$ cat src/rtl/divu_seq_pkg.sv
// Shared definitions for the sequential unsigned divider.
// FSM encoding, funct codes and HI/LO read-select codes.
package divu_seq_pkg;

  typedef enum logic [1:0] {
    IDLE = 2'd0,
    CALC = 2'd1,
    DONE = 2'd2
  } state_t;

  localparam logic [5:0] F_divu = 6'd27;
  localparam logic [5:0] F_mfhi = 6'd16;
  localparam logic [5:0] F_mflo = 6'd18;

  localparam logic [1:0] SEL_HI = 2'b10;
  localparam logic [1:0] SEL_LO = 2'b11;

  // A read is requested only when the upper select bit is set.
  function automatic logic is_read(input logic [1:0] s);
    return s[1];
  endfunction

endpackage

$ cat src/rtl/divu_seq_div_step.sv
// One restoring division iteration.
// Shifts {rem,quo} left, trial-subtracts the divisor, restores on borrow.
module div_step #(
  parameter int WIDTH = 32
) (
  input  logic [WIDTH-1:0] rem,
  input  logic [WIDTH-1:0] quo,
  input  logic [WIDTH-1:0] divisor,
  output logic [WIDTH-1:0] rem_n,
  output logic [WIDTH-1:0] quo_n
);

  logic [WIDTH:0] shifted;
  logic [WIDTH:0] diff;
  logic           ge;

  // Trial subtraction on WIDTH+1 bits; a fitting difference is < divisor.
  always_comb begin
    shifted = {rem, quo[WIDTH-1]};
    ge      = (shifted >= {1'b0, divisor});
    diff    = shifted - {1'b0, divisor};
    quo_n   = {quo[WIDTH-2:0], ge};
    rem_n   = ge ? diff[WIDTH-1:0] : shifted[WIDTH-1:0];
  end

endmodule

$ cat src/rtl/divu_seq.sv
// Multi-cycle unsigned divider with HI/LO result registers.
// One restoring step per cycle; stalls the pipeline on early reads.
module divu_seq
  import divu_seq_pkg::*;
#(
  parameter int WIDTH = 32,
  parameter int CNT_W = 6
) (
  input  logic             clk,
  input  logic             rst,
  input  logic             start,
  input  logic [WIDTH-1:0] dividend,
  input  logic [WIDTH-1:0] divisor,
  input  logic [1:0]       sel,
  output logic [WIDTH-1:0] hilo_out,
  output logic             busy,
  output logic             stall,
  output logic             done
);

  state_t           state_q;
  state_t           state_d;
  logic [WIDTH-1:0] rem_q;
  logic [WIDTH-1:0] quo_q;
  logic [WIDTH-1:0] dvs_q;
  logic [WIDTH-1:0] hi_q;
  logic [WIDTH-1:0] lo_q;
  logic [CNT_W-1:0] cnt_q;
  logic [WIDTH-1:0] rem_n;
  logic [WIDTH-1:0] quo_n;
  logic             last;
  logic             dvz;

  assign last = (cnt_q == CNT_W'(1));
  assign dvz  = (divisor == '0);

  div_step #(
    .WIDTH(WIDTH)
  ) u_step (
    .rem    (rem_q),
    .quo    (quo_q),
    .divisor(dvs_q),
    .rem_n  (rem_n),
    .quo_n  (quo_n)
  );

  // State register.
  always_ff @(posedge clk or posedge rst) begin
    if (rst) state_q <= IDLE;
    else     state_q <= state_d;
  end

  // Next-state logic and status outputs.
  always_comb begin
    state_d = state_q;
    busy    = 1'b0;
    done    = 1'b0;
    unique case (state_q)
      IDLE: begin
        if (start) state_d = dvz ? DONE : CALC;
      end
      CALC: begin
        busy = 1'b1;
        if (last) state_d = DONE;
      end
      DONE: begin
        done    = 1'b1;
        state_d = IDLE;
      end
      default: state_d = IDLE;
    endcase
    stall = busy & (is_read(sel) | start);
  end

  // Datapath: operand latch, iteration, HI/LO commit.
  always_ff @(posedge clk or posedge rst) begin
    if (rst) begin
      rem_q <= '0;
      quo_q <= '0;
      dvs_q <= '0;
      cnt_q <= '0;
      hi_q  <= '0;
      lo_q  <= '0;
    end else begin
      unique case (state_q)
        IDLE: begin
          if (start && dvz) begin
            hi_q <= dividend;
            lo_q <= '1;
          end else if (start) begin
            dvs_q <= divisor;
            quo_q <= dividend;
            rem_q <= '0;
            cnt_q <= CNT_W'(WIDTH);
          end
        end
        CALC: begin
          rem_q <= rem_n;
          quo_q <= quo_n;
          cnt_q <= cnt_q - CNT_W'(1);
          if (last) begin
            hi_q <= rem_n;
            lo_q <= quo_n;
          end
        end
        default: begin
        end
      endcase
    end
  end

  // HI/LO read mux; no read returns zero.
  always_comb begin
    hilo_out = '0;
    unique case (sel)
      SEL_HI:  hilo_out = hi_q;
      SEL_LO:  hilo_out = lo_q;
      default: hilo_out = '0;
    endcase
  end

endmodule

$ cat config.mk
export PLATFORM = sky130hd
export DESIGN_NAME = divu_seq
export DESIGN_NICKNAME = d
export VERILOG_FILES = /design/src/rtl/divu_seq_pkg.sv /design/src/rtl/divu_seq_div_step.sv /design/src/rtl/divu_seq.sv
export SDC_FILE = /design/constraint.sdc
export NUM_CORES = 1
export LEC_CHECK = 0
export CORE_ASPECT_RATIO = 2
export CORE_MARGIN = 2
export CORE_UTILIZATION = 35
export DETAILED_ROUTE_END_ITERATION = 10
export DONT_BUFFER_PORTS = 1
export PLACE_DENSITY = 0.55
export SYNTH_ARGS = -nofsm -noshare
export SYNTH_HDL_FRONTEND = slang
export SYNTH_HIERARCHICAL = 1
export SYNTH_SLANG_ARGS = --single-unit
$ cat constraint.sdc
create_clock -name clk -period 14.1 [get_ports clk]
set_input_delay 1.41 -clock clk [delete_from_list [all_inputs] [get_ports clk]]
set_output_delay 1.41 -clock clk [all_outputs]
set_load 0.1 [all_outputs]
Yosys cells after proc, flatten, opt, wreduce, memory -nomap -nowiden:

Cells that the tools add are included.

* input port bits: 69
* output and inout bits: 35
* flip-flop bits (word level): 168

* add/sub/neg operators: 2
* $lt $le $gt $ge: 1
* bitwise operators: 3
* multiplexer cells: 23
* reduce and logical (&&, ||, !) cells: 8
* eq/ne operators: 9

Operators by type and width (count)
* one-hot mux 32 bit (2 select lines): 5
* two-way mux 32 bit: 9
* greater-or-equal comparator 33 x 32 -> 1 bit: 1
* logical NOT 32 bit: 1
* subtractor 32 bit: 1
* two-way mux 6 bit: 2
* one-hot mux 6 bit (2 select lines): 1
* AND reduction 3 bit: 3
* inequality test 2 bit (second input constant): 4
* equality test 2 bit (second input constant): 3
* equality test 6 x 1 -> 1 bit (second input constant): 1
* two-way mux 2 bit: 3
* subtractor 6 x 1 -> 6 bit (second input constant): 1
* one-hot mux 2 bit (2 select lines): 1
* equality test 2 x 1 -> 1 bit (second input constant): 1
* logical NOT 2 bit: 1
* two-way mux 1 bit: 2
* AND reduction 2 bit: 1
* nonzero test 2 bit: 1
* AND 1 bit: 1
* logical AND 1 bit: 1
* NOT 1 bit: 1
* OR 1 bit: 1

Longest topological paths before layout:

Gate-level depths: netlist of run 1.

* word-level depth: 4
* mapped depth: 17
* gate-level depth less buffers: 14

Cells and area by module:

The synthesis of run 1 kept the hierarchy.

By module, submodules not included
* divu_seq: area an instance 7704.9 um2, times used 1, cells an instance 783
* div_step: area an instance 2571.2 um2, times used 1, cells an instance 355

Least setup slack after synthesis of run 1:

OpenSTA, ideal clock, no wires.

* path type: input port to output port
* start: in sel[0]
* end: out hilo_out[10]
* data required time: 12.690 ns
* stages on the path: 4
* buffers on the path: 2
* slack: 9.127 ns
* arrival time: 3.563 ns
* path through: clkbuf_1 buf_1 mux2i_1 nor2b_1

* cells in the longest elaborated chain, start to end: 2
* elaborated cells on any way between the ends: 3

Ends and longest elaborated chain
* start, declared: RTL line divu_seq.sv:14 `input logic [1:0] sel,`
* equality test 2 bit: RTL line divu_seq.sv:115 `unique case (sel)`
* one-hot mux 32 bit (2 select lines) *: RTL line divu_seq.sv:115
* end, declared: RTL line divu_seq.sv:15 `output logic [WIDTH-1:0] hilo_out,`

Every way passes the cells marked *; elsewhere a longest branch is shown, timed or not.

Worst setup path after layout of run 1:

* start: reg quo_q[31]
* end: reg hi_q[30]

* cells in the longest elaborated chain, start to end: 4
* elaborated cells on any way between the ends: 5

Ends and longest elaborated chain
* start, declared: RTL line divu_seq.sv:24 `logic [WIDTH-1:0] quo_q;`
* start signal, assigned: RTL line divu_seq.sv:92 `quo_q <= dividend;`
* start signal, assigned: RTL line divu_seq.sv:99 `quo_q <= quo_n;`
* subtractor 32 bit or greater-or-equal comparator 33 x 32 -> 1 bit (tied branches): RTL line divu_seq_div_step.sv:21, divu_seq_div_step.sv:20
* two-way mux 32 bit *: RTL line divu_seq_div_step.sv:23 `rem_n = ge ? diff[WIDTH-1:0] : shifted[WIDTH-1:0];`
* named net rem_n[30]: RTL line divu_seq.sv:29 `logic [WIDTH-1:0] rem_n;`
* two-way mux 32 bit *: RTL line divu_seq.sv:101 `if (last) begin`
* one-hot mux 32 bit (2 select lines) *: RTL line divu_seq.sv:85 `unique case (state_q)`
* end signal, assigned: RTL line divu_seq.sv:88 `hi_q <= dividend;`
* end signal, assigned: RTL line divu_seq.sv:102 `hi_q <= rem_n;`
* end, declared: RTL line divu_seq.sv:26 `logic [WIDTH-1:0] hi_q;`

The timed path passes the listed nets; every way through them passes the cells marked *. The select of a mux whose other input is x is not followed.
A chain may end at the register's enable or synchronous reset.

==> results of run 1 <==
[per-layer routing]
metal	GRT usage, %	wire length, um
met4	8.79	1080
met2	35.5	15800
met3	3.69	1150
met5	0	0
met1	20.9	11400
[through the flow]
stage / hold slack (ps) / area [um^2] / worst slack (ps)
6_report: 504 / 10900 / 10150
5_1_grt: 523 / 10900 / 10030
4_1_cts: 509 / 10900 / 10220
3_5_place_dp: 495 / 10300 / 9880
3_3_place_gp: 490 / 10300 / 9910
2_1_floorplan: 479 / 10300 / 8140
[path summary, 6_finish.rpt]
path | start | end | slack (ps) | cells after the start
min in group asynchronous | rst | quo_q[29] | 1050 | 1
min reg2reg | dvs_q[31] | dvs_q[31] | 500 | 1
max in group asynchronous | rst | quo_q[13] | 11600 | 2
max reg2reg | quo_q[31] | hi_q[30] | 10150 | 14
min | dvs_q[31] | dvs_q[31] | 500 | 1
max | quo_q[31] | hi_q[30] | 10150 | 14
[state kept, by name (all words and copies together) (netlist names)]
name,cells
dvs_q,32
lo_q,32
quo_q,32
hi_q,32
rem_q,32
state_q,2
cnt_q,6
[logic make-up after synthesis]
family	after synthesis	synth area share, %
compound gates	298	18.2
xor+xnor	27	2.30
fa+ha+maj	35	4.33
simple gates	328	14.8
buf+inv	179	8.26
mux	103	11.2
flops	168	40.9
[cell type report]
cell class	count	area share [%]
Sequential cell	168	38.6
Clock inverter	13	1.11
Timing Repair Buffer	10	0.690
Inverter	72	2.54
Tap cell	360	4.14
Clock buffer	18	3.94
Multi-Input combinational cell	791	49.0
[cells in the mapped netlist (all sizes together), types with 2 or more instances]
cell type	number	share of area, %
a211o	3	0.26
a211oi	29	2.1
a21boi	3	0.22
a21o	9	0.66
a21oi	86	4.3
a221oi	2	0.17
a22o	6	0.51
a31o	3	0.26
a31oi	58	3.7
and2	4	0.24
and3	5	0.30
buf	51	3.6
clkbuf	56	2.0
dfrtp	168	41
ha	34	4.1
inv	72	2.6
mux2	67	7.7
mux2i	36	3.5
nand2	106	3.9
nand2b	7	0.43
nand3	8	0.39
nand4	9	0.55
nor2	120	4.4
nor2b	39	2.4
nor3	8	0.39
nor3b	4	0.29
nor4	11	0.82
o2111ai	2	0.17
o211ai	3	0.22
o21a	5	0.44
o21ai	70	3.6
o21bai	4	0.29
o221a	7	0.77
o22ai	2	0.12
o41ai	2	0.17
or3	3	0.23
xnor2	18	1.5
xor2	9	0.77
==> key figures, run 1 <==
STA
  • Final Hold Violating Endpoints: 0
  • Max Fclk: 0.253 GHz
  • RSZ-0062 raised after global routing: false
  • Final Cycle Share: 28.0%
  • Worst-margin pin slew: 1140 ps
  • Clock skew: 13.3 ps
  • Worst slew margin: 23.5%
  • Max-slew violation count: 0
  • Tmin final: 3950 ps
  • Total Neg Setup Slack: 0 ps
  • Setup violations, final: 0

Critical path
  • Setup CP Type: flop to flop
  • Delay-heaviest family, CP: compound AO/OA/AOI/OAI gates
  • CP max FO: 4
  • CP max stage delay: 660 ps
  • Cell mode on critical path: nand2_1
  • Worst Path Arrival: 4330 ps
  • CP bufs+invs: 1
  • Crit-path cells: inv_1 > ha_1 > fa_1 > nor2b_1 > o31a_1 > o21ai_0 > o31ai_1 > a21oi_1 > or3b_2 > nand3_1 > mux2_4 > nand2_1 > nand2_1 > mux2_2
  • CP max-delay cell: o31ai_1
  • Startpoint Class: flop
  • Worst EP required: 14480 ps
  • CP Capture Type: flop

Final layout
  • Layout cell share with drive strength beyond 1: 15.9%
  • Commonest non-fill, non-tap cell in the layout: dfrtp_1
  • Finished Layout Cells: 1432
  • Post-layout util: 37.7%
  • Register Area: 4200 um^2
  • Commonest cells after routing, fill and taps aside: dfrtp_1 (168), nor2_1 (118), nand2_1 (106)
  • Footprint of the multi-input gates: 5330 um^2
  • ANT cells: 0
  • Filler instances: 2946
  • Syn-to-layout area delta: 5.94%
  • Fin nets: 1164

GRT
  • GRT overflow: 0
  • Largest net degree at the start of global routing: 106
  • First-pass GRT wire length: 45.9 mm
  • Vias in the first global route: 8151
  • Tot GR Track Use: 19.2%
  • Initial antenna violation count: 0

Route
  • Total Wirelength: 29.5 mm
  • WL/cell: 20.6 um
  • Routed via count: 7934
  • Via-to-Cell Ratio: 5.54
  • Final ANT Viol Nets: 0
  • Drt drc: 0
  • First DRT Iteration DRCs: 563
  • Drt pass-1 iters: 5

Clock network
  • Root Buffer Master: clkbuf_16
  • Hold_buf cts: 0
  • Clk_lat worst skew: 450 ps
  • CTS sink count: 168
  • Clock transition at path regs: 60 ps
  • Num CTS Buffers: 17
  • Post-CTS setup buffers: 0
  • CTS resizes: 0
  • Clk buf depth: 2
  • TritonCTS clock tree: built
  • Htree depth: 4

Die
  • Row cnt: 88
  • Core Area: 28800 um^2
  • DIE AREA: 30800 um^2
  • Die Height: 246 um
  • Num ports: 104
  • Initial Util: 35.6%
  • Die width: 125 um

Logic synthesis
  • Top_reg_cell synth: dfrtp_1
  • Mean Syn Cell Area: 9.03 um^2
  • Mapped cell area: 10300 um^2
  • Number of enable flip-flop cells after synthesis: 0
  • Net Count, Synth: 1242
  • Post-synthesis sequential area ratio: 40.9%
  • Synthesis-stage register bit count: 168
  • Cell variety after synth: 62
  • Synth Warn #: 6
  • Post-Syn Instances: 1138
  • Synth async-reset ratio: 100%

Place
  • IO buf count: 0
  • Placer Congestion: 0.844
  • Post-DP HPWL: 21.0 mm
  • Placed insts: 1401

Run status
  • Status: complete, no violations

Min path
  • HP Class: flop to flop

Run
  • Max cap viols: 0
Power of run 1 is left out: the tool's default activity adds up to more than one toggle a clock period on the data nets, which glitch-free logic cannot reach.
==> run 2, diff against run 1 <==
==> constraint.sdc (replaced) <==
create_clock -name clk -period 4.04 [get_ports clk]
set_input_delay 0.404 -clock clk [delete_from_list [all_inputs] [get_ports clk]]
set_output_delay 0.404 -clock clk [all_outputs]
set_load 0.1 [all_outputs]
==> run 2 against run 1 <==
  * Core utilization up 0.38 points
  * Non-clock buffer count up 7
  * Final area up 1.0%
  * Sequential share of layout area down 0.38 points
  * Register-to-register slack worse by 9800 ps
  * Flip-flop and latch count unchanged
  * Worst setup slack worse by 9800 ps
  * Maximum frequency up 6.7%
  * Hold slack worse by 390 ps
  * Critical endpoint is now rem_q[12]
==> key figures, run 2 (synthesis results as in run 1) <==
Final layout
  • Finished Layout Cells: 1440 (+0.56%)
  • Filler instances: 2966 (+0.68%)
  • Fin nets: 1171 (+0.60%)
  • Commonest cells after routing, fill and taps aside: dfrtp_1 (168), nor2_1 (118), nand2_1 (106)
  • Layout cell share with drive strength beyond 1: 16.5% (+0.62 points)
  • Post-route cell area: 11000 um^2 (+1.0%)
  • Syn-to-layout area delta: 7.00%
  • Commonest non-fill, non-tap cell in the layout: dfrtp_1
  • ANT cells: 0 (unchanged)

Die
  • Die Height: 246 um (unchanged)
  • Die width: 125 um (unchanged)
  • DIE AREA: 30800 um^2 (unchanged)
  • Num ports: 104 (unchanged)
  • Core Area: 28800 um^2 (unchanged)
  • Row cnt: 88 (unchanged)
  • Initial Util: 35.6% (unchanged)

STA
  • Max Fclk: 0.270 GHz (+6.7%)
  • RSZ-0062 raised after global routing: false
  • Tmin final: 3710 ps (-249 ps)
  • Worst-margin pin slew: 1190 ps (+43.7 ps)
  • Worst slew margin: 20.5% (-2.9 points)
  • Total Neg Setup Slack: 0 ps (unchanged)
  • Final Hold Violating Endpoints: 0 (unchanged)
  • Max-slew violation count: 0 (unchanged)
  • Setup violations, final: 0 (unchanged)
  • Clock skew: 10.6 ps (-2.68 ps)
  • Final Cycle Share: 91.7% (+64 points)

Clock network
  • Clock transition at path regs: 70 ps (about the same)
  • Htree depth: 4 (unchanged)
  • Root Buffer Master: clkbuf_16
  • TritonCTS clock tree: built
  • Clk buf depth: 2 (unchanged)
  • Clk_lat worst skew: 430 ps (-20 ps)
  • Post-CTS setup buffers: 0 (unchanged)
  • Num CTS Buffers: 17 (unchanged)
  • CTS sink count: 168 (unchanged)

Min path
  • Depth of the worst hold-timing path: 1 (unchanged)
  • WHS Endpoint: dvs_q[23]
  • HP Start: divisor[23]
  • HP Class: input pin to flop

Critical path
  • R2R depth: 14 (unchanged)
  • Worst Path Arrival: 4000 ps (-330 ps)
  • Worst EP required: 4330 ps (-10150 ps)
  • FF-to-FF setup slack: 330 ps (-9810 ps)
  • CP Capture Type: flop
  • Startpoint Class: flop
  • CP max-delay cell: dfrtp_1
  • RR Endpoint: rem_q[12]
  • CP max stage delay: 390 ps (-270 ps)
  • Crit-path cells: inv_1 > ha_1 > nand4_1 > nor3_2 > o211ai_1 > nor4b_4 > o21ai_2 > a31oi_4 > o21a_4 > inv_2 > buf_4 > mux2_2 > nand2_1 > o21ai_0
  • RR Startpoint: dvs_q[9]
  • Setup CP Type: flop to flop
  • CP max FO: 25 (+21)
  • Worst setup path startpoint: dvs_q[9]

Route
  • Total Wirelength: 28.8 mm (-2.1%)
  • Routed via count: 7937 (+0.038%)
  • WL/cell: 20.0 um (-2.7%)
  • Final ANT Viol Nets: 0 (unchanged)
  • Drt pass-1 iters: 5 (unchanged)
  • Via-to-Cell Ratio: 5.51 (-0.52%)
  • First DRT Iteration DRCs: 544 (-3.4%)
  • Drt drc: 0 (unchanged)

Place
  • Post-DP Area: 10400 um^2 (+0.47%)
  • IO buf count: 0 (unchanged)
  • Placed insts: 1407 (+0.43%)
  • Post-DP HPWL: 21.0 mm (-0.20%)
  • Placer Congestion: 0.892 (+5.7%)

GRT
  • Largest net degree at the start of global routing: 107 (+0.94%)
  • Initial antenna violation count: 0 (unchanged)
  • First-pass GRT wire length: 45.7 mm (-0.44%)
  • Met1 usage: 21.4% (+0.51 points)
  • Top Usage Layer GRT: met2
  • M2 GR Usage: 34.0% (-1.5 points)
  • GRT overflow: 0 (unchanged)
  • Tot GR Track Use: 18.8% (-0.35 points)
  • Vias in the first global route: 8168 (+0.21%)
  • Met3 usage: 3.37% (-0.33 points)

Run
  • Max cap viols: 0 (unchanged)

Run status
  • Status: complete, no violations
-- run 2: metrics by stage --
step	utilization, %	hold WS [ps]	setup slack [ps]
2_1_floorplan	-	479	832
3_3_place_gp	36.0	352	193
3_5_place_dp	36.0	374	92.5
4_1_cts	38.1	92.6	106
5_1_grt	38.1	94.8	123
6_report	38.1	114	334
-- run 2: worst max-delay path by stage --
stage                      to  slack (ps)  cells past startpoint
finish              rem_q[12]         330                     14
global route        rem_q[12]         120                     14
CTS                 rem_q[12]         110                     14
detailed placement  rem_q[12]          90                     14
global placement    rem_q[12]         190                     14
floorplan            hi_q[27]         830                     15
-- run 2: area by class of cell --
type	count	area [um^2]	area share (%)
multi-input combinational	791	5330	48.5
inverter	72	275	2.50
tap	360	450	4.10
sequential	168	4200	38.2
timing repair buffer	17	143	1.30
clock buffer	20	457	4.15
clock inverter	12	139	1.26
-- run 2: worst max-delay path: cells and delay by family (launching register included) --
family / cells / cell delay [ps]
DFF: 1 / 390
AOI/OAI and AO/OA: 5 / 990
muxes: 1 / 380
adders and majority gates: 1 / 390
buffers and inverters: 3 / 590
and+or+nand+nor: 4 / 810
-- run 2: what timing repair did --
item                                    in CTS  in global routing
endpoints found under the setup margin       0                 15
hold endpoints to repair                    20                  0
hold buffers                                 1                  0
resized for setup                            0                  1
-- run 2: per-layer routing --
layer  up-vias  part of all wire (%)  routed length (um)
met5         -                     0                   0
met2       193                    53               15300
met4         0                   3.4                 980
li1       3778                     -                   -
met3        39                   4.2                1220
met1      3927                    39               11300
Power of run 2 is left out for the same reason.
==> run 3, diff against run 2 <==
--- a/config.mk
+++ b/config.mk
@@ -6,7 +6,6 @@
 export NUM_CORES = 1
 export LEC_CHECK = 0
 export CORE_ASPECT_RATIO = 2
-export CORE_MARGIN = 2
 export CORE_UTILIZATION = 35
 export DETAILED_ROUTE_END_ITERATION = 10
 export DONT_BUFFER_PORTS = 1
==> run 3 against run 2 <==
  * Critical path depth fell by 1
  * Critical path type unchanged
  * Routed wire length fell by 0.69%
  * Cell count barely moved
  * Maximum frequency fell by 0.73%
  * Flip-flop and latch count did not move
  * First-iteration DRC count fell by 13%
  * Die area fell by 2.4%
  * Core utilization fell by 0.056 points
  * Clock skew rose by 1.6 ps
==> key figures, run 3 (synthesis results as in run 1) <==
Run status
  • Status: complete, no violations

STA
  • Final Hold Violating Endpoints: 0 (unchanged)
  • Worst slew margin: 23.4% (+2.8 points)
  • Total Neg Setup Slack: 0 ps (unchanged)
  • Final Cycle Share: 92.4% (+0.68 points)
  • Max-slew violation count: 0 (unchanged)
  • Worst-margin pin slew: 1140 ps (-42.1 ps)
  • Tmin final: 3730 ps (+27.4 ps)
  • Clock skew: 12.2 ps (+1.59 ps)
  • RSZ-0062 raised after global routing: false
  • Max Fclk: 0.268 GHz (-0.73%)
  • Setup violations, final: 0 (unchanged)

Critical path
  • Crit path capture: hi_q[12]
  • Startpoint Class: flop
  • RR Endpoint: hi_q[12]
  • RR Startpoint: rem_q[9]
  • Delay-heaviest family, CP: compound AO/OA/AOI/OAI gates
  • Crit-path cells: ha_1 > nand4_1 > nor3_1 > o211ai_1 > nor4b_4 > o21ai_2 > a31oi_4 > o21a_4 > inv_2 > buf_4 > mux2_2 > nand2_1 > a31oi_1
  • Setup CP Type: flop to flop
  • Worst setup path startpoint: rem_q[9]
  • Worst EP required: 4350 ps (+20 ps)
  • CP Capture Type: flop
  • CP max FO: 26 (+4.0%)
  • CP max-delay cell: ha_1
  • CP bufs+invs: 2 (-1)
  • CP max stage delay: 430 ps (+40 ps)
  • Levels on crit path: 13 (-1)
  • FF-to-FF setup slack: 310 ps (-30 ps)
  • Worst Path Arrival: 4040 ps (+40 ps)
  • R2R depth: 13 (-1)

Run
  • Max cap viols: 0 (unchanged)

Route
  • M1 WL: 11.4 mm (+0.78%)
  • WL met3: 1.34 mm (+10%)
  • WL/cell: 19.9 um (-0.62%)
  • Final ANT Viol Nets: 0 (unchanged)
  • Routed via count: 7866 (-0.89%)
  • First DRT Iteration DRCs: 473 (-13%)
  • Via-to-Cell Ratio: 5.47 (-0.83%)
  • Total Wirelength: 28.6 mm (-0.69%)
  • WL met2: 15.0 mm (-1.9%)
  • Drt pass-1 iters: 5 (unchanged)
  • Top Metal Used: met4
  • Drt drc: 0 (unchanged)

Final layout
  • ANT cells: 0 (unchanged)
  • Fin nets: 1171 (unchanged)
  • Commonest non-fill, non-tap cell in the layout: dfrtp_1
  • Layout cell share with drive strength beyond 1: 16.4% (-0.077 points)
  • Syn-to-layout area delta: 6.84%
  • Commonest cells after routing, fill and taps aside: dfrtp_1 (168), nor2_1 (118), nand2_1 (106)

Die
  • Core Area: 28800 um^2 (unchanged)
  • Die width: 123 um (-1.6%)
  • DIE AREA: 30100 um^2 (-2.4%)
  • Initial Util: 35.6% (unchanged)
  • Row cnt: 88 (unchanged)
  • Die Height: 244 um (-0.81%)
  • Num ports: 104 (unchanged)

Clock network
  • Root Buffer Master: clkbuf_16
  • Clk buf depth: 2 (unchanged)
  • Post-CTS setup buffers: 0 (unchanged)
  • Clock transition at path regs: 70 ps (about the same)
  • Htree depth: 4 (unchanged)
  • Num CTS Buffers: 17 (unchanged)
  • TritonCTS clock tree: built
  • CTS sink count: 168 (unchanged)
  • Clk_lat worst skew: 440 ps (about the same)

GRT
  • Vias in the first global route: 7997 (-2.1%)
  • GRT overflow: 0 (unchanged)
  • Initial antenna violation count: 0 (unchanged)
  • Tot GR Track Use: 19.8% (+0.98 points)
  • First-pass GRT wire length: 45.3 mm (-1.0%)
  • Largest net degree at the start of global routing: 78 (-27%)

Place
  • Post-DP HPWL: 20.9 mm (-0.32%)
  • Placer Congestion: 0.873 (-2.2%)
  • IO buf count: 0 (unchanged)

Min path
  • HP Class: input pin to flop
  • Depth of the worst hold-timing path: 1 (unchanged)
run 3: cell type report:
class,count,area (um^2)
Inverter,72,275
Tap cell,360,450
Clock inverter,13,145
Timing Repair Buffer,17,143
Sequential cell,168,4200
Clock buffer,18,439
Fill cell,2909,17900
Multi-Input combinational cell,791,5320
run 3: worst min path at each step:
stage	start	end	slack, ps
6_report	divisor[15]	dvs_q[15]	110
5_1_grt	divisor[20]	dvs_q[20]	80
4_1_cts	divisor[20]	dvs_q[20]	90
3_5_place_dp	rst	lo_q[29]	440
3_3_place_gp	rst	lo_q[29]	430
2_1_floorplan	dvs_q[31]	dvs_q[31]	480
run 3: through the flow:
stage          worst slack [ps]  hold slack (ps)  cells  util [%]  area (um^2)
5_1_grt                    47.8             83.5   1439      38.1        11000
2_1_floorplan               832              479   1138         -        10300
4_1_cts                     298             86.4   1439      38.1        11000
6_report                    307              110   1439      38.1        11000
3_5_place_dp                313              442   1407      36.0        10400
3_3_place_gp                395              432   1407      36.0        10400
run 3: layer usage:
metal | vias to the layer above | GRT usage (%)
met2 | 188 | 34.6
met4 | 0 | 8.15
met3 | 40 | 4.29
met1 | 3847 | 22.9
met5 | - | 0
li1 | 3791 | -
run 3: what timing repair did:
action,in CTS,in global routing
hold endpoints to repair,30,0
resized for setup,0,0
hold buffers,1,0
Power of run 3 is left out for the same reason.
